File: src/rtl/spike_rate_monitor.sv
`timescale 1ns/1ps
`default_nettype none
// ============================================================================
//  Module   : spike_rate_monitor
//  Purpose  : Observes the spike output of an upstream LIF neuron. It reports
//             the number of spike events (rising edges) per programmable
//             window and streams inter-spike intervals through a 4-entry
//             show-ahead FIFO.
//  Ports    : clk        - rising-edge clock
//             rst_n      - synchronous active-low reset
//             spike_in   - spike level from the neuron
//             win_len    - window length in cycles (0 means 256)
//             rate_out   - event count of the last completed window
//             rate_valid - one-cycle pulse when rate_out updates
//             isi_data   - interval at the FIFO head
//             isi_valid  - FIFO not empty
//             isi_ready  - consumer accepts isi_data
//             fifo_full  - FIFO holds 4 entries
//             overflow   - sticky: an interval was dropped
//  Revision : 1.0 - initial release
// ============================================================================
module spike_rate_monitor (
    input  logic       clk,
    input  logic       rst_n,
    input  logic       spike_in,
    input  logic [7:0] win_len,
    output logic [7:0] rate_out,
    output logic       rate_valid,
    output logic [7:0] isi_data,
    output logic       isi_valid,
    input  logic       isi_ready,
    output logic       fifo_full,
    output logic       overflow
);

    localparam logic [7:0] c_MAX8  = 8'hFF;
    localparam logic [2:0] c_DEPTH = 3'd4;

    // ---------------------------------------------------------------- state
    logic       spk_q;
    logic [7:0] wlen_q,     wlen_d;
    logic [7:0] win_cnt_q,  win_cnt_d;
    logic [7:0] spk_cnt_q,  spk_cnt_d;
    logic [7:0] rate_q,     rate_d;
    logic       rate_vld_q, rate_vld_d;
    logic [7:0] isi_cnt_q,  isi_cnt_d;
    logic       armed_q,    armed_d;
    logic [1:0] rd_ptr_q,   rd_ptr_d;
    logic [1:0] wr_ptr_q,   wr_ptr_d;
    logic [2:0] count_q,    count_d;
    logic       ovf_q,      ovf_d;
    logic [7:0] mem_q [4];

    // ------------------------------------------------------- decode helpers
    logic       w_event;
    logic       w_close;
    logic [7:0] w_last;
    logic [7:0] w_spk_sum;
    logic       w_push;
    logic       w_pop;
    logic       w_full;
    logic       w_wr_en;

    assign w_event   = spike_in & ~spk_q;
    // win_len of 0 wraps to 255 here, giving a 256-cycle window for free.
    assign w_last    = wlen_q - 8'd1;
    assign w_close   = (win_cnt_q == w_last);
    assign w_spk_sum = (w_event && (spk_cnt_q != c_MAX8)) ? spk_cnt_q + 8'd1 : spk_cnt_q;

    assign w_full    = (count_q == c_DEPTH);
    assign w_pop     = (count_q != 3'd0) & isi_ready;
    // The very first event after reset only arms interval timing.
    assign w_push    = w_event & armed_q;
    // A full FIFO still accepts a push when the head leaves in the same cycle.
    assign w_wr_en   = w_push & (~w_full | w_pop);

    always_comb begin
        wlen_d     = wlen_q;
        win_cnt_d  = win_cnt_q + 8'd1;
        spk_cnt_d  = w_spk_sum;
        rate_d     = rate_q;
        rate_vld_d = 1'b0;
        isi_cnt_d  = isi_cnt_q;
        armed_d    = armed_q;
        rd_ptr_d   = rd_ptr_q;
        wr_ptr_d   = wr_ptr_q;
        count_d    = count_q;
        ovf_d      = ovf_q;

        // Window: the closing cycle's own event is included in the report.
        if (w_close) begin
            win_cnt_d  = 8'd0;
            spk_cnt_d  = 8'd0;
            rate_d     = w_spk_sum;
            rate_vld_d = 1'b1;
            wlen_d     = win_len;
        end

        // Interval timer restarts at 1 so an event three cycles later reads 3.
        if (w_event) begin
            armed_d   = 1'b1;
            isi_cnt_d = 8'd1;
        end else if (armed_q && (isi_cnt_q != c_MAX8)) begin
            isi_cnt_d = isi_cnt_q + 8'd1;
        end

        if (w_wr_en) begin
            wr_ptr_d = wr_ptr_q + 2'd1;
        end
        if (w_pop) begin
            rd_ptr_d = rd_ptr_q + 2'd1;
        end
        if (w_wr_en && !w_pop) begin
            count_d = count_q + 3'd1;
        end else if (!w_wr_en && w_pop) begin
            count_d = count_q - 3'd1;
        end
        if (w_push && w_full && !w_pop) begin
            ovf_d = 1'b1;
        end
    end

    always_ff @(posedge clk) begin
        if (!rst_n) begin
            spk_q      <= 1'b0;
            wlen_q     <= win_len;
            win_cnt_q  <= 8'd0;
            spk_cnt_q  <= 8'd0;
            rate_q     <= 8'd0;
            rate_vld_q <= 1'b0;
            isi_cnt_q  <= 8'd0;
            armed_q    <= 1'b0;
            rd_ptr_q   <= 2'd0;
            wr_ptr_q   <= 2'd0;
            count_q    <= 3'd0;
            ovf_q      <= 1'b0;
        end else begin
            spk_q      <= spike_in;
            wlen_q     <= wlen_d;
            win_cnt_q  <= win_cnt_d;
            spk_cnt_q  <= spk_cnt_d;
            rate_q     <= rate_d;
            rate_vld_q <= rate_vld_d;
            isi_cnt_q  <= isi_cnt_d;
            armed_q    <= armed_d;
            rd_ptr_q   <= rd_ptr_d;
            wr_ptr_q   <= wr_ptr_d;
            count_q    <= count_d;
            ovf_q      <= ovf_d;
        end
    end

    // Storage needs no reset: contents are only observable while isi_valid=1.
    always_ff @(posedge clk) begin
        if (rst_n && w_wr_en) begin
            mem_q[wr_ptr_q] <= isi_cnt_q;
        end
    end

    assign rate_out   = rate_q;
    assign rate_valid = rate_vld_q;
    assign isi_data   = mem_q[rd_ptr_q];
    assign isi_valid  = (count_q != 3'd0);
    assign fifo_full  = w_full;
    assign overflow   = ovf_q;

endmodule
`default_nettype wire

File: config.mk
export PLATFORM = sky130hd
export DESIGN_NAME = spike_rate_monitor
export DESIGN_NICKNAME = d
export VERILOG_FILES = /design/src/rtl/spike_rate_monitor.sv
export SDC_FILE = /design/constraint.sdc
export NUM_CORES = 1
export LEC_CHECK = 0
export CORE_MARGIN = 2
export CORE_UTILIZATION = 51
export DETAILED_ROUTE_END_ITERATION = 10
export PLACE_DENSITY = 0.79
export SLEW_MARGIN = 20
export SYNTH_ARGS = -nofsm -noshare
export SYNTH_HDL_FRONTEND = slang
export SYNTH_SLANG_ARGS = --single-unit
File: constraint.sdc
create_clock -name clk -period 2.5 [get_ports clk]
set_input_delay 0.625 -clock clk [delete_from_list [all_inputs] [get_ports clk]]
set_output_delay 0.625 -clock clk [all_outputs]
set_load 0.01 [all_outputs]
==> results.toml <==
[outcome]
status = "finished clean"

[clock_tree]
cts_buffers = 9
cts_buffer_depth = 2
clk_pin_slew_ps = 90
cts_tree = "done"
cts_max_level = 3
root_buffer = "clkbuf_8"
cts_hold_buf = 0
clock-sinks = 85
clk_latency_ps = 360

[timing]
fin_crit_ps = 2360
worst_slew_pin_slew_ps = 414
hold_viol_final = 0
setup_viol = 0
slew_violations = 0
tns_ps = 0
max_freq_mhz = 424
rsz0062_at_grt = "no"
fin_skew_ps = 11.4
max_slew_margin_pct = 72.3
period_share_pct = 94.4

[worst_setup_path]
crit_required_ps = 1880
cp.arrival_ps = 1740
rrSetupSlack_ps = 210
worstPathMaxFanout = 8
startpoint_type = "flop"
criticalPathCategory = "flop to primary output"
crit_path_end_kind = "primary output"

[min_path]
hp-class = "flop to flop"

[grt]
first_global_vias = 2364
grt_pass1_wl_um = 10600
overflow = 0
grt_max_degree = 18
antenna_found_initial = 0
grt_use_total_pct = 18.4

[synthesis]
syn_avg_cell_area_um2 = 12.4
ys.warnings.count = 0
synth_ff_type = "dfxtp_1"
async_reset_ff_share_pct = 0
ys_ff_latch = 85
ys_types = 44
syn_area_um2 = 3580
synth_edf_count = 40
synth_cells = 288
syn_nets = 310
ys_seq_area_share_pct = 58.7

[place]
place_congestion = 0.821
hpwl_um = 4520
numPortBuffers = 31
dpl.cell_count = 424

[flow_run]
cap_violations = 0

[layout]
area_growth_pct = 22.4
n_antenna_cell = 0
nets = 366
seqCellArea_um2 = 2100
final_cells = 445
multiInputGateArea_um2 = 1400
drive_above_1_share_pct = 16.6
final_core_util_pct = 64.6
fillers = 546

[pwr]
ir_worst_vdd_uv = 381
powerDensity_nw_per_um2 = 744
finalPower_w = 0.00327
p_leak_nw = 1.67

[die]
core_area_um2 = 6790
placementRows = 30
initial_core_util_pct = 52.7
dieArea_um2 = 7710
die_h_um = 87.8
num_io_pins = 32
die_w_um = 87.8

[detailed_routing]
routed_wl_um = 6560
antenna_left = 0
drt_iter0_drc = 137
routed-via-count = 2380
wl_per_cell_um = 14.7
dr.pass1.iters = 4
drc = 0
vias_per_cell = 5.35
-- registers in the layout, summed over array words and instances, names as in the netlist, named ones only --
name        cells
mem_q          32
isi_cnt_q       8
rate_out        8
spk_cnt_q       8
win_cnt_q       8
wlen_q          8
count_q         3
rd_ptr_q        2
wr_ptr_q        2
armed_q         1
overflow        1
rate_valid      1
spk_q           1
-- where the power goes --
group | total [W] | internal (W) | leakage [nW] | switching [W]
Clock | 0.00108 | 0.000547 | 0.117 | 0.000529
Combinational | 0.000606 | 0.000354 | 0.802 | 0.000252
Sequential | 0.00158 | 0.00152 | 0.753 | 0.0000686
-- worst paths after layout --
kind / startpoint / to / cells after the start
hold reg to reg: rate_out[2]$_SDFFE_PN0N_ / rate_out[2]$_SDFFE_PN0N_ / 2
hold / removal: rate_out[2]$_SDFFE_PN0N_ / rate_out[2]$_SDFFE_PN0N_ / 2
setup reg to reg: wlen_q[0]$_DFFE_PP_ / wlen_q[4]$_DFFE_PP_ / 9
setup / recovery: flop / isi_data[7] / 4
-- layout by cell type, fill, tap and decap left out, types with 8 or more instances in the layout --
master	count
clkbuf_8	9
nand3_1	9
and3_1	9
nor2_1	32
xnor2_1	12
buf_4	24
xor2_1	19
nand2_1	12
a21oi_1	8
mux4_2	8
dfxtp_1	45
clkdlybuf4s50_1	23
edfxtp_1	40
ha_1	9
-- what timing repair did --
item                                    4_1_cts  5_1_grt
endpoints found under the hold margin         0        0
setup buffers                                 0        5
pin swaps                                     0        0
endpoints found under the setup margin        8        8
resized for setup                             5        5
-- per-layer routing --
layer  global-route usage (%)  vias to the layer above  wire [µm]
met4                     8.53                        0        109
met1                     21.5                     1167       2870
met5                        0                        -          0
li1                         -                     1157          -
met3                     5.66                        9        251
met2                     30.9                       47       3330
-- kinds of logic (layout without fill, tap and decap cells) --
group / Yosys count / after routing / synth area share (%)
compound gates: 29 / 29 / 6.04
xor+xnor: 31 / 31 / 7.58
fa+ha+maj: 10 / 10 / 3.70
buf+inv: 18 / 79 / 2.37
flops: 85 / 85 / 58.7
mux: 14 / 14 / 6.70
simple gates: 101 / 101 / 14.9
-- synth_stat cells (3+ instances only) --
cell type / n / area, µm²
dfxtp_1: 45 / 901
edfxtp_1: 40 / 1200
nor2_1: 32 / 120
xor2_1: 19 / 166
nand2_1: 12 / 45.0
xnor2_1: 12 / 105
and3_1: 9 / 56.3
ha_1: 9 / 113
nand3_1: 9 / 45.0
a21oi_1: 8 / 40.0
mux4_2: 8 / 180
nand4_1: 7 / 43.8
nor2b_1: 7 / 43.8
clkbuf_1: 6 / 22.5
inv_1: 6 / 22.5
mux2i_1: 6 / 60.1
nor4_1: 6 / 37.5
a31o_1: 5 / 43.8
nand2b_1: 4 / 25.0
and4_1: 3 / 26.3
nor3_1: 3 / 15.0
-- cell type report --
type | count | share of cell area, %
Sequential cell | 85 | 47.9
Multi-Input combinational cell | 185 | 32.0
Inverter | 7 | 0.599
Clock buffer | 10 | 3.39
Timing Repair Buffer | 56 | 11.6
Clock inverter | 6 | 1.80
Tap cell | 96 | 2.74
-- critical path, cell delays in order, from the launching register on --
cell and delay (ps):
dfxtp_1 330, buf_6 140, buf_4 120, mux4_2 490
dlygate4sd2_1 300
-- through the flow --
step | area (µm²) | hold slack (ps) | worst slack, ps
after global routing | 4390 | 512 | 20.1
after detailed placement | 4110 | 465 | -208
final | 4390 | 479 | 139
after floorplan | 3590 | 460 | 137
after global placement | 4110 | 450 | -146
after CTS | 4340 | 483 | 2.70
No activity file was read; power rests on OpenSTA's default activity.
